$ cat config.mk
export PLATFORM = sky130hd
export DESIGN_NAME = prog_sequencer_flat
export DESIGN_NICKNAME = d
export VERILOG_FILES = /design/src/rtl/prog_sequencer_if.sv /design/src/rtl/prog_sequencer.sv /design/src/flat_wrapper.sv
export SDC_FILE = /design/constraint.sdc
export NUM_CORES = 1
export LEC_CHECK = 0
export CORE_MARGIN = 3
export CORE_UTILIZATION = 48
export CTS_CLUSTER_SIZE = 14
export DETAILED_ROUTE_END_ITERATION = 12
export GPL_TIMING_DRIVEN = 0
export PLACE_DENSITY = 0.84
export SLEW_MARGIN = 20
export SYNTH_ARGS = -nofsm -noshare
export SYNTH_HDL_FRONTEND = slang
export SYNTH_SLANG_ARGS = --single-unit
$ cat constraint.sdc
create_clock -name clk -period 6.4 [get_ports clk]
set_input_delay 1.28 -clock clk [delete_from_list [all_inputs] [get_ports clk]]
set_output_delay 1.28 -clock clk [all_outputs]
set_load 0.005 [all_outputs]
$ cat src/rtl/prog_sequencer_if.sv
// Instruction-memory and cpu handshake bundle between prog_sequencer and its neighbours.
interface prog_sequencer_if #(parameter int ADDR_W = 8);
    logic [ADDR_W-1:0] mem_addr;
    logic              mem_rd;
    logic [15:0]       mem_dout;
    logic [15:0]       cpu_in;
    logic              cpu_load;
    logic              cpu_s;
    logic              cpu_w;
    logic [15:0]       cpu_out;
    logic              cpu_N;
    logic              cpu_V;
    logic              cpu_Z;

    modport master (output mem_addr, mem_rd, cpu_in, cpu_load, cpu_s,
                    input  mem_dout, cpu_w, cpu_out, cpu_N, cpu_V, cpu_Z);
    modport slave  (input  mem_addr, mem_rd, cpu_in, cpu_load, cpu_s,
                    output mem_dout, cpu_w, cpu_out, cpu_N, cpu_V, cpu_Z);
endinterface

$ cat src/rtl/prog_sequencer.sv
// Fetches instructions from a synchronous memory, hands them to the cpu one at a time,
// waits on the cpu_w handshake and captures each result until the program ends.
module prog_sequencer #(
    parameter int ADDR_W   = 8,
    parameter int WTIMEOUT = 64
) (
    input  logic                clk,
    input  logic                reset,
    input  logic                start,
    input  logic                stop,
    input  logic [ADDR_W-1:0]   last_addr,
    prog_sequencer_if.master    bus,
    output logic [15:0]         result,
    output logic [2:0]          flags,
    output logic [ADDR_W-1:0]   pc,
    output logic [ADDR_W:0]     instr_count,
    output logic                busy,
    output logic                done,
    output logic                err
);
    localparam logic [3:0] S_IDLE  = 4'd0;
    localparam logic [3:0] S_FETCH = 4'd1;
    localparam logic [3:0] S_MWAIT = 4'd2;
    localparam logic [3:0] S_LOAD  = 4'd3;
    localparam logic [3:0] S_GO    = 4'd4;
    localparam logic [3:0] S_WLO   = 4'd5;
    localparam logic [3:0] S_WHI   = 4'd6;
    localparam logic [3:0] S_DONE  = 4'd7;
    localparam logic [3:0] S_ERR   = 4'd8;

    localparam int WCNT_W = (WTIMEOUT < 4) ? 3 : $clog2(WTIMEOUT + 1);
    localparam logic [WCNT_W-1:0] WLO_LAST = WCNT_W'(3);
    localparam logic [WCNT_W-1:0] WHI_LAST = WCNT_W'(WTIMEOUT - 1);

    logic [3:0]        state_r;
    logic [3:0]        state_nxt_s;
    logic              accept_s;
    logic              finish_s;
    logic [15:0]       ir_r;
    logic [ADDR_W-1:0] last_q_r;
    logic              stop_req_r;
    logic [WCNT_W-1:0] wcnt_r;
    logic              mem_rd_r;
    logic              cpu_load_r;

    assign finish_s     = (pc == last_q_r) || stop_req_r || stop;
    assign bus.mem_addr = pc;
    assign bus.mem_rd   = mem_rd_r;
    assign bus.cpu_in   = ir_r;
    assign bus.cpu_load = cpu_load_r;
    // cpu_s must react in the same cycle cpu_w is first seen high in GO
    assign bus.cpu_s    = (state_r == S_GO) && bus.cpu_w;

    // Next-state decode; accept_s marks a start honoured in IDLE, DONE or ERR.
    always_comb begin
        state_nxt_s = state_r;
        accept_s    = 1'b0;
        case (state_r)
            S_IDLE, S_DONE, S_ERR: begin
                if (start) begin
                    state_nxt_s = S_FETCH;
                    accept_s    = 1'b1;
                end else if (state_r == S_DONE) begin
                    state_nxt_s = S_IDLE;
                end else begin
                    state_nxt_s = state_r;
                end
            end
            S_FETCH: state_nxt_s = S_MWAIT;
            S_MWAIT: state_nxt_s = S_LOAD;
            S_LOAD:  state_nxt_s = S_GO;
            S_GO: begin
                if (bus.cpu_w) begin
                    state_nxt_s = S_WLO;
                end else begin
                    state_nxt_s = S_GO;
                end
            end
            S_WLO: begin
                if (!bus.cpu_w) begin
                    state_nxt_s = S_WHI;
                end else if (wcnt_r == WLO_LAST) begin
                    state_nxt_s = S_ERR;
                end else begin
                    state_nxt_s = S_WLO;
                end
            end
            S_WHI: begin
                if (bus.cpu_w) begin
                    state_nxt_s = finish_s ? S_DONE : S_FETCH;
                end else if (wcnt_r == WHI_LAST) begin
                    state_nxt_s = S_ERR;
                end else begin
                    state_nxt_s = S_WHI;
                end
            end
            default: state_nxt_s = S_IDLE;
        endcase
    end

    // State, datapath and registered status outputs.
    always_ff @(posedge clk) begin
        if (reset) begin
            state_r     <= S_IDLE;
            ir_r        <= 16'h0000;
            last_q_r    <= {ADDR_W{1'b0}};
            stop_req_r  <= 1'b0;
            wcnt_r      <= {WCNT_W{1'b0}};
            mem_rd_r    <= 1'b0;
            cpu_load_r  <= 1'b0;
            result      <= 16'h0000;
            flags       <= 3'b000;
            pc          <= {ADDR_W{1'b0}};
            instr_count <= {(ADDR_W+1){1'b0}};
            busy        <= 1'b0;
            done        <= 1'b0;
            err         <= 1'b0;
        end else begin
            state_r    <= state_nxt_s;
            mem_rd_r   <= (state_nxt_s == S_FETCH);
            cpu_load_r <= (state_nxt_s == S_LOAD);
            busy       <= !((state_nxt_s == S_IDLE) || (state_nxt_s == S_DONE) ||
                            (state_nxt_s == S_ERR));
            done       <= (state_nxt_s == S_DONE);
            err        <= (state_nxt_s == S_ERR);

            if (accept_s) begin
                pc          <= {ADDR_W{1'b0}};
                instr_count <= {(ADDR_W+1){1'b0}};
                stop_req_r  <= 1'b0;
                last_q_r    <= last_addr;
            end else if (busy && stop) begin
                stop_req_r <= 1'b1;
            end

            if (state_r == S_MWAIT) begin
                ir_r <= bus.mem_dout;
            end

            // one counter serves both wait states; it restarts on every state change
            if ((state_nxt_s == state_r) && ((state_r == S_WLO) || (state_r == S_WHI))) begin
                wcnt_r <= wcnt_r + 1'b1;
            end else begin
                wcnt_r <= {WCNT_W{1'b0}};
            end

            if ((state_r == S_WHI) && bus.cpu_w) begin
                result      <= bus.cpu_out;
                flags       <= {bus.cpu_N, bus.cpu_V, bus.cpu_Z};
                instr_count <= instr_count + 1'b1;
                if (state_nxt_s == S_FETCH) begin
                    pc <= pc + 1'b1;
                end
            end
        end
    end
endmodule
$ cat src/flat_wrapper.sv
// flat-port wrapper written by rule: the top's interface ports become plain ports
module prog_sequencer_flat 
#(
    parameter int ADDR_W   = 8,
    parameter int WTIMEOUT = 64
)
  (clk, reset, start, stop, last_addr, result, flags, pc, instr_count, busy, done, err, bus_mem_addr, bus_mem_rd, bus_cpu_in, bus_cpu_load, bus_cpu_s, bus_mem_dout, bus_cpu_w, bus_cpu_out, bus_cpu_N, bus_cpu_V, bus_cpu_Z);
  prog_sequencer_if #(.ADDR_W(ADDR_W)) bus_i ();
  input  logic clk;
  input  logic reset;
  input  logic start;
  input  logic stop;
  input  logic [ADDR_W-1:0] last_addr;
  output logic [15:0] result;
  output logic [2:0] flags;
  output logic [ADDR_W-1:0] pc;
  output logic [ADDR_W:0] instr_count;
  output logic busy;
  output logic done;
  output logic err;
  output wire logic [$bits(bus_i.mem_addr)-1:0] bus_mem_addr;
  output wire logic [$bits(bus_i.mem_rd)-1:0] bus_mem_rd;
  output wire logic [$bits(bus_i.cpu_in)-1:0] bus_cpu_in;
  output wire logic [$bits(bus_i.cpu_load)-1:0] bus_cpu_load;
  output wire logic [$bits(bus_i.cpu_s)-1:0] bus_cpu_s;
  input wire logic [$bits(bus_i.mem_dout)-1:0] bus_mem_dout;
  input wire logic [$bits(bus_i.cpu_w)-1:0] bus_cpu_w;
  input wire logic [$bits(bus_i.cpu_out)-1:0] bus_cpu_out;
  input wire logic [$bits(bus_i.cpu_N)-1:0] bus_cpu_N;
  input wire logic [$bits(bus_i.cpu_V)-1:0] bus_cpu_V;
  input wire logic [$bits(bus_i.cpu_Z)-1:0] bus_cpu_Z;
  assign bus_mem_addr = bus_i.mem_addr;
  assign bus_mem_rd = bus_i.mem_rd;
  assign bus_cpu_in = bus_i.cpu_in;
  assign bus_cpu_load = bus_i.cpu_load;
  assign bus_cpu_s = bus_i.cpu_s;
  assign bus_i.mem_dout = bus_mem_dout;
  assign bus_i.cpu_w = bus_cpu_w;
  assign bus_i.cpu_out = bus_cpu_out;
  assign bus_i.cpu_N = bus_cpu_N;
  assign bus_i.cpu_V = bus_cpu_V;
  assign bus_i.cpu_Z = bus_cpu_Z;
  prog_sequencer #(.ADDR_W(ADDR_W), .WTIMEOUT(WTIMEOUT)) u_core (.clk(clk), .reset(reset), .start(start), .stop(stop), .last_addr(last_addr), .bus(bus_i), .result(result), .flags(flags), .pc(pc), .instr_count(instr_count), .busy(busy), .done(done), .err(err));
endmodule
==> flow_summary.yaml, run 1 <==
floorplan:
  coreArea_mm2: 0.006459
  io_pins: 114
  die_w_um: 88.31
  start_util_pct: 50.35
  die-area_mm2: 0.007799
  die_y_um: 88.31
  row_count: 29
worst_setup_path:
  path_delay_family: "buffers and inverters"
  crit_chain: "clkdlybuf4s50_1, nor2b_1, nand2_1, nor2_1, clkdlybuf4s50_1"
  cpMostUsedCell: "clkdlybuf4s50_1"
  start_kind: "input pin"
  worst-path-buf-inv: 2
  cp.arrival_ns: 2.80
  slowest_stage: "clkdlybuf4s50_1"
  cp-end-kind: "primary output"
  path_max_fanout: 8
  critical_path_class: "input pin to primary output"
  crit_path_max_incr_delay_ns: 0.63
  cp.required_ns: 5.12
routing:
  vias_per_cell: 5.507
  drc: 0
  wl_per_cell_um: 14.85
  num_vias: 3332
  firstDrtPassIters: 5
  wirelength_um: 8987
  ant_nets: 0
  drtIter0Drc: 159
global_routing:
  track_usage_pct: 23.26
  grt_pass1_vias: 3217
  antenna_found_initial: 0
  gr-total-overflow: 0
  grt_max_degree: 14
  grt_pass1_wl_um: 14280
worst_hold_path:
  hold_path_class: "flip-flop to flip-flop"
yosys:
  syn_area_mm2: 0.003252
  synth_seq_cells: 77
  muxShareOfSynthArea_pct: 0.3463
  synth_top_family_by_area: "simple AND/OR/NAND/NOR gates"
  syn_nets: 450
  yosys_warnings: 0
  synth_edf_count: 0
  ys.flop_type: "dfxtp_1"
  syn_area_per_cell_um2: 8.150
  synth_fa_ha_area_share_pct: 1.154
  yosys.area_share.xor_xnor_pct: 4.309
  synthDistinctLibCells: 46
  synth_compound_area_share_pct: 15.85
  async_flop_share_pct: 0
  yosysSeqAreaShare_pct: 47.40
  synthSimpleGateAreaFrac_pct: 25.89
  synthCells: 399
placement:
  gp_routability_congestion: 0.8579
  io_buffer_count: 113
  dp_hpwl_um: 6487
  place_inst: 589
  dpl_cell_area_mm2: 0.004479
cells_and_area:
  final_cell_count_no_fill: 605
  finalInstanceArea_mm2: 0.004751
  antenna_cells: 0
  fin_nets: 574
  layout-drive-gt1-share_pct: 6.250
  area_delta_synth_final_pct: 46.09
  n_fill_cell: 507
sta:
  rsz0062_at_grt: "false"
  fmax_ghz: 0.2449
  relSlewSlack_pct: 42.09
  slew_viol_final: 0
  period_share_pct: 63.80
  period_needed_ns: 4.083
  clock_skew_ns: 0.005459
  tns_ns: 0
  setup_viol: 0
  worstMarginPinSlew_ns: 0.8620
  final_hold_viol_count: 0
clocking:
  htree_levels: 3
  cts_hold_buf: 0
  cts_setup_buffers: 0
  max-clock-path-buffers: 2
  cts.sinks: 77
  clkLatencyLatePin_ns: 0.35
  cts_tree: "built"
  cts_resized: 0
  cts_buffers: 9
  root_buffer: "clkbuf_8"
  clkTransAtPathRegs_ns: 0.08
power_and_ir_drop:
  p_leak_uw: 0.001718
  ir_drop_mv: 0.1627
  powerDensity_mw_per_mm2: 242.4
status:
  status: "finished, final reports clean"
job:
  cap_violations: 0
stage by stage:
stage / utilization (%) / hold WS (ns) / setup WS [ns] / total power [uW]
CTS: 73.56 / 0.4539 / 2.308 / 1153
detailed placement: 69.35 / 0.4417 / 2.304 / 670.6
global route: 73.56 / 0.4730 / 2.212 / 1190
floorplan: - / 0.4130 / 3.561 / 594.1
global placement: 69.35 / 0.4266 / 2.351 / 666.2
finish: 73.56 / 0.4489 / 2.317 / 1151
path summary, 6_finish.rpt:
kind	startpoint	end	slack [ns]	cells past startpoint
worst min-delay path	u_core.wcnt_r[0]$_SDFF_PP0_	u_core.wcnt_r[0]$_SDFF_PP0_	0.45	1
worst max-delay path	bus_cpu_w	bus_cpu_s	2.32	5
worst min register to register	u_core.wcnt_r[0]$_SDFF_PP0_	u_core.wcnt_r[0]$_SDFF_PP0_	0.45	1
worst max register to register	u_core.state_r[1]$_SDFF_PP0_	u_core.bus.cpu_in[9]$_SDFFE_PP0P_	4.18	6
final cells by class:
| class | instances | area [um2] | share of cell area [%] |
|---|---|---|---|
| multi-input cells | 287 | 1546 | 32.55 |
| inverters | 5 | 18.77 | 0.3950 |
| repair buffers | 113 | 1131 | 23.81 |
| clock inverters | 6 | 133.9 | 2.818 |
| plain buffers | 30 | 145.1 | 3.055 |
| flip-flops and latches | 77 | 1541 | 32.45 |
| well taps | 77 | 96.34 | 2.028 |
| clock buffers | 10 | 137.6 | 2.897 |
state kept, by name (all words and copies together), names as in the netlist, 3 cells and up:
name / count
u_core.bus.cpu_in: 16
u_core.result: 16
u_core.instr_count: 9
u_core.bus.mem_addr: 8
u_core.last_q_r: 8
u_core.wcnt_r: 7
u_core.state_r: 4
u_core.flags: 3
power by group:
group | switching, uW | leakage (uW) | total [uW] | internal (uW)
clock | 180 | 0.000136 | 489 | 309
sequential | 10.7 | 0.000623 | 509 | 498
combinational | 77.0 | 0.000959 | 153 | 76.4
total | 268 | 0.00172 | 1150 | 884
layer usage:
layer | up-vias | wire length (um) | global-route usage [%]
li1 | 1614 | - | -
met1 | 1517 | 3546 | 26.79
met2 | 172 | 4207 | 38.07
met3 | 29 | 934 | 7.169
met4 | 0 | 299 | 13.60
met5 | - | 0 | 0
placed cells by master (no fill, tap or decap), drive strengths merged, types with 2 or more instances in the layout:
master | synthesis | layout
nand3 | 13 | 13
and2 | 2 | 2
o21a | 3 | 3
nand2 | 100 | 100
dfxtp | 77 | 77
a21o | 3 | 3
nand4 | 4 | 4
or4b | 2 | 2
inv | 5 | 5
xor2 | 12 | 12
clkbuf | 20 | 30
nor4 | 2 | 2
clkinv | 0 | 2
or3 | 3 | 3
nand2b | 2 | 2
a311oi | 2 | 2
a21oi | 57 | 57
o311ai | 3 | 3
nand3b | 5 | 5
or4 | 3 | 3
clkdlybuf4s50 | 0 | 113
o2bb2ai | 4 | 4
a31oi | 7 | 7
or3b | 3 | 3
buf | 10 | 10
and3 | 7 | 7
nor2b | 4 | 4
nor3 | 5 | 5
o21ai | 4 | 4
nor2 | 20 | 20
ha | 3 | 3
xnor2 | 4 | 4
bufinv | 0 | 4
cell usage after synthesis, types with 2 or more instances:
| cell | instances | area [um2] |
|---|---|---|
| a21oi_1 | 57 | 285.3 |
| nand4_1 | 4 | 25.02 |
| xnor2_1 | 4 | 35.03 |
| dfxtp_1 | 77 | 1541 |
| nand2b_1 | 2 | 12.51 |
| nand3b_1 | 5 | 37.54 |
| buf_4 | 8 | 60.06 |
| inv_1 | 5 | 18.77 |
| xor2_1 | 12 | 105.1 |
| nor2b_1 | 4 | 25.02 |
| nand3_1 | 13 | 65.06 |
| and3_1 | 5 | 31.28 |
| buf_2 | 2 | 10.01 |
| nor4_1 | 2 | 12.51 |
| nand2_1 | 100 | 375.4 |
| o21ai_0 | 3 | 15.01 |
| o311ai_0 | 3 | 26.28 |
| a311oi_1 | 2 | 17.52 |
| clkbuf_1 | 20 | 75.07 |
| a21o_1 | 3 | 22.52 |
| o21a_1 | 3 | 22.52 |
| and3_2 | 2 | 15.01 |
| nor2_1 | 20 | 75.07 |
| or3_1 | 3 | 18.77 |
| a31oi_1 | 7 | 43.79 |
| or4_1 | 3 | 22.52 |
| nor3_1 | 5 | 25.02 |
| o2bb2ai_1 | 4 | 35.03 |
| ha_1 | 3 | 37.54 |
| or3b_1 | 2 | 17.52 |
cells by family (layout without fill, tap and decap cells):
family,count (synthesis),count (layout)
fa+ha+maj,3,3
flops,77,77
simple gates,179,179
mux,1,1
buf+inv,35,164
xor+xnor,16,16
compound gates,88,88
worst register-to-register path, delay by kind of cell, from the launching register on:
kind            cells  cell delay, ns
compound gates      1            0.14
buf+inv             2            0.74
flops               1            0.32
simple gates        3            0.96
Note: power is estimated with default switching activity, not from simulation.
==> run 2: changes to the inputs <==
CORE_UTILIZATION = 45   (was 48)
PLACE_DENSITY = 0.8   (was 0.84)
clock period = 3.8 ns   (was 6.4 ns; I/O delays follow)
==> run 2 against run 1 <==
  * Sequential power is 68% higher
  * Critical path depth stayed put
  * Hold slack worse by 0.0013 ns
  * Sequential share of layout area is 0.40 points higher
  * Clock-buffer cell count is 1 higher
  * Combinational power is 66% higher
  * Via count is 3.9% lower
  * Clock skew is 0.0038 ns higher
==> flow_summary.yaml, run 2 (synthesis gave the netlist of run 1 again) <==
status:
  status: "finished, final reports clean"
cells_and_area:
  fin_util_pct: 67.95
  multi_input_area_mm2: 0.001546
  mostFrequentLayoutCell: "clkdlybuf4s50_1"
  area_delta_synth_final_pct: 44.32
  layout-drive-gt1-share_pct: 5.882
  finalInstanceArea_mm2: 0.004693
  antenna_cells: 0
  mostFrequentLayoutCells: "113 x clkdlybuf4s50_1, 100 x nand2_1, 77 x dfxtp_1, 57 x a21oi_1, 21 x clkbuf_1"
  fin_nets: 574
  regArea_mm2: 0.001541
  n_fill_cell: 616
global_routing:
  grt_pass1_vias: 2936
  grt_max_degree: 13
  gr-total-overflow: 0
  antenna_found_initial: 0
  track_usage_pct: 20.45
  use_met2_pct: 33.23
  met1_usage_pct: 25.94
  grt_busiest_layer: "met2"
  grt_pass1_wl_um: 13860
  use_met3_pct: 5.302
floorplan:
  row_count: 30
  die-area_mm2: 0.008283
  start_util_pct: 47.08
  io_pins: 114
  die_y_um: 91.01
  die_w_um: 91.01
  coreArea_mm2: 0.006907
clocking:
  max-clock-path-buffers: 2
  cts.sinks: 77
  clkTransAtPathRegs_ns: 0.07
  cts_tree: "built"
  cts_resized: 0
  cts_setup_buffers: 0
  cts_buffers: 9
  cts_hold_buf: 0
  root_buffer: "clkbuf_8"
  clkLatencyLatePin_ns: 0.34
  htree_levels: 3
sta:
  period_share_pct: 79.30
  period_needed_ns: 3.014
  relSlewSlack_pct: 42.00
  final_hold_viol_count: 0
  tns_ns: 0
  fmax_ghz: 0.3318
  whs_ns: 0.4476
  worstMarginPinSlew_ns: 0.8633
  setup_viol: 0
  slew_viol_final: 0
  clock_skew_ns: 0.009215
  rsz0062_at_grt: "false"
worst_hold_path:
  hold_path_class: "flip-flop to flip-flop"
placement:
  dp_hpwl_um: 6431
  dpl_cell_area_mm2: 0.004503
  io_buffer_count: 113
  gp_routability_congestion: 0.8467
routing:
  wl_per_cell_um: 13.91
  firstDrtPassIters: 4
  drc: 0
  drtIter0Drc: 142
  wirelength_um: 8666
  ant_nets: 0
  num_vias: 3203
  vias_per_cell: 5.141
power_and_ir_drop:
  total_power_uw: 1710
  ir_drop_mv: 0.2321
  powerDensity_mw_per_mm2: 364.4
  p_leak_uw: 0.001681
job:
  cap_violations: 0
worst_setup_path:
  start_kind: "input pin"
  path_max_fanout: 8
  cp.arrival_ns: 2.25
  cp.required_ns: 3.04
  critical_path_class: "input pin to primary output"
  cp-end-kind: "primary output"
-- run 2: cell type report --
| class | count | share of cell area (%) |
|---|---|---|
| Inverter | 5 | 0.3999 |
| Clock inverter | 4 | 1.040 |
| Buffer | 30 | 3.093 |
| Clock buffer | 11 | 3.013 |
| Tap cell | 96 | 2.559 |
| Multi-Input combinational cell | 287 | 32.95 |
| Sequential cell | 77 | 32.84 |
| Timing Repair Buffer | 113 | 24.10 |
-- run 2: power breakdown --
part / switching, uW / internal, uW / total [uW]
sequential: 18.4 / 839 / 857
clock: 282 / 317 / 599
combinational: 125 / 129 / 254
total: 425 / 1280 / 1710
-- run 2: final timing paths --
kind                                start  cells after the start  slack (ns)                                end
max                             bus_cpu_w                      5        0.79                          bus_cpu_s
min reg2reg   u_core.wcnt_r[0]$_SDFF_PP0_                      1        0.45        u_core.wcnt_r[0]$_SDFF_PP0_
min           u_core.wcnt_r[0]$_SDFF_PP0_                      1        0.45        u_core.wcnt_r[0]$_SDFF_PP0_
max reg2reg  u_core.state_r[1]$_SDFF_PP0_                      6        1.60  u_core.bus.cpu_in[8]$_SDFFE_PP0P_
-- run 2: worst max-delay path: stages --
cell             delay [ns]
clkdlybuf4s50_1        0.64
nor2b_1                0.20
nand2_1                0.06
nor2_1                 0.09
clkdlybuf4s50_1        0.50
-- run 2: through the flow --
step	setup WS, ns	cells
final	0.7864	623
after global placement	0.7978	608
after global routing	0.6738	623
after CTS	0.7812	623
after floorplan	1.738	399
after detailed placement	0.7838	608
-- run 2: per-layer routing --
metal | vias up | part of all wire (%)
met5 | - | 0
met4 | 0 | 1.3
met3 | 15 | 7.5
met2 | 105 | 47
met1 | 1472 | 44
li1 | 1611 | -
==> run 3: changes to the inputs <==
CORE_UTILIZATION = 41   (was 45)
PLACE_DENSITY = 0.77   (was 0.8)
clock period = 2.5 ns   (was 3.8 ns; I/O delays follow)
==> run 3 against run 2 <==
  * Total power grew 58%
  * Critical path type is now flip-flop to primary output
  * Clock power grew 69%
  * Sequential power grew 52%
  * Setup slack lost 0.66 ns
  * Global-route usage shrank 0.90 points
  * Die area grew 9.1%
  * Cell area grew 0.53%
  * Final cell count grew 0.48%
  * Register-to-register slack lost 1.3 ns
  * Combinational power grew 51%
  * Utilization shrank 4.9 points
==> flow_summary.yaml, run 3 (synthesis gave the netlist of run 1 again) <==
sta:
  period_needed_ns: 2.371
  setup_viol: 0
  worstMarginPinSlew_ns: 0.7989
  fmax_ghz: 0.4219
  slew_viol_final: 0
  layout_setup_ws_ns: 0.1295
  final_hold_viol_count: 0
  relSlewSlack_pct: 46.33
  rsz0062_at_grt: "false"
  period_share_pct: 94.82
  clock_skew_ns: 0.003943
  tns_ns: 0
floorplan:
  row_count: 31
  start_util_pct: 43.44
  die_w_um: 95.06
  die_y_um: 95.06
  io_pins: 114
  coreArea_mm2: 0.007486
  die-area_mm2: 0.009036
routing:
  num_vias: 3195
  wirelength_um: 8527
  ant_nets: 0
  wl_per_cell_um: 13.62
  firstDrtPassIters: 4
  vias_per_cell: 5.104
  drc: 0
  drtIter0Drc: 144
power_and_ir_drop:
  powerDensity_mw_per_mm2: 571.2
  p_leak_uw: 0.001695
  ir_drop_mv: 0.2842
cells_and_area:
  fin_nets: 574
  layout-drive-gt1-share_pct: 6.072
  antenna_cells: 0
  mostFrequentLayoutCells: "112 x clkdlybuf4s50_1, 100 x nand2_1, 77 x dfxtp_1, 57 x a21oi_1"
  area_delta_synth_final_pct: 45.09
  finalInstanceArea_mm2: 0.004718
  mostFrequentLayoutCell: "clkdlybuf4s50_1"
worst_setup_path:
  start_kind: "flip-flop"
  critical_path_class: "flip-flop to primary output"
  crit_chain: "buf_2, and2b_1, nand2_1, nor2_1, clkdlybuf4s50_1"
  cp.arrival_ns: 1.87
  slowest_stage: "clkdlybuf4s50_1"
  cp.required_ns: 2.00
  cp-end-kind: "primary output"
  path_max_fanout: 10
  crit_path_max_incr_delay_ns: 0.52
clocking:
  clkLatencyLatePin_ns: 0.34
  max-clock-path-buffers: 2
  clkTransAtPathRegs_ns: 0.07
  cts_setup_buffers: 0
  cts.sinks: 77
  cts_buffers: 9
  root_buffer: "clkbuf_8"
  cts_tree: "built"
  htree_levels: 3
  cts_hold_buf: 0
placement:
  gp_routability_congestion: 0.9117
  dp_hpwl_um: 6396
  dpl_cell_area_mm2: 0.004507
  io_buffer_count: 113
  place_ws_ns: -0.1038
worst_hold_path:
  hold_path_class: "flip-flop to flip-flop"
global_routing:
  grt_max_degree: 13
  grt_pass1_wl_um: 13860
  track_usage_pct: 19.55
  grt_pass1_vias: 3035
  antenna_found_initial: 0
  gr-total-overflow: 0
status:
  status: "finished, final reports clean"
job:
  cap_violations: 0
-- run 3: worst max-delay path: cells and delay by family (launching register included) --
| kind | cells | cell delay [ns] |
|---|---|---|
| AND/OR/NAND/NOR | 3 | 0.51 |
| buffers and inverters | 2 | 0.71 |
| flip-flops | 1 | 0.32 |
-- run 3: through the flow --
stage          utilization [%]  power (uW)  std cells  hold slack (ns)
6_report                 63.03        2695        626           0.4551
5_1_grt                  63.03        2824        626           0.4797
4_1_cts                  63.03        2729        626           0.4582
3_5_place_dp             60.20        1713        611           0.4478
3_3_place_gp             60.20        1711        611           0.4262
2_1_floorplan                -        1521        399           0.4130
-- run 3: worst paths after layout --
check | start | endpoint | slack [ns] | cells past startpoint
max reg2reg | u_core.wcnt_r[0]$_SDFF_PP0_ | u_core.done$_SDFF_PP0_ | 0.32 | 6
max | u_core.state_r[2]$_SDFF_PP0_ | bus_cpu_s | 0.13 | 5
min reg2reg | u_core.bus.cpu_in[5]$_SDFFE_PP0P_ | u_core.bus.cpu_in[5]$_SDFFE_PP0P_ | 0.46 | 2
min | u_core.bus.cpu_in[5]$_SDFFE_PP0P_ | u_core.bus.cpu_in[5]$_SDFFE_PP0P_ | 0.46 | 2
-- run 3: where the power goes --
| group | switching [uW] | internal [uW] |
|---|---|---|
| Combinational | 189 | 195 |
| Sequential | 27.0 | 1280 |
| Clock | 430 | 579 |
-- run 3: layout make-up --
class | instances | area [um2]
Sequential cell | 77 | 1541
Inverter | 5 | 18.77
Clock inverter | 5 | 75.07
Tap cell | 99 | 123.9
Timing Repair Buffer | 113 | 1130
Clock buffer | 10 | 137.6
Fill cell | 644 | 2768
Buffer | 30 | 145.1
Multi-Input combinational cell | 287 | 1546
-- run 3: what timing repair did --
item	4_1_cts	5_1_grt
endpoints found under the setup margin	1	0
gates resized for setup	1	0
endpoints found under the hold margin	0	0
-- run 3: metal layers --
metal | share of wire [%] | global-route usage (%) | wire length [um]
met5 | 0 | 0 | 0
met4 | 2.1 | 9.135 | 183
met3 | 7.3 | 5.209 | 623
met2 | 47 | 31.49 | 4018
met1 | 43 | 24.31 | 3701
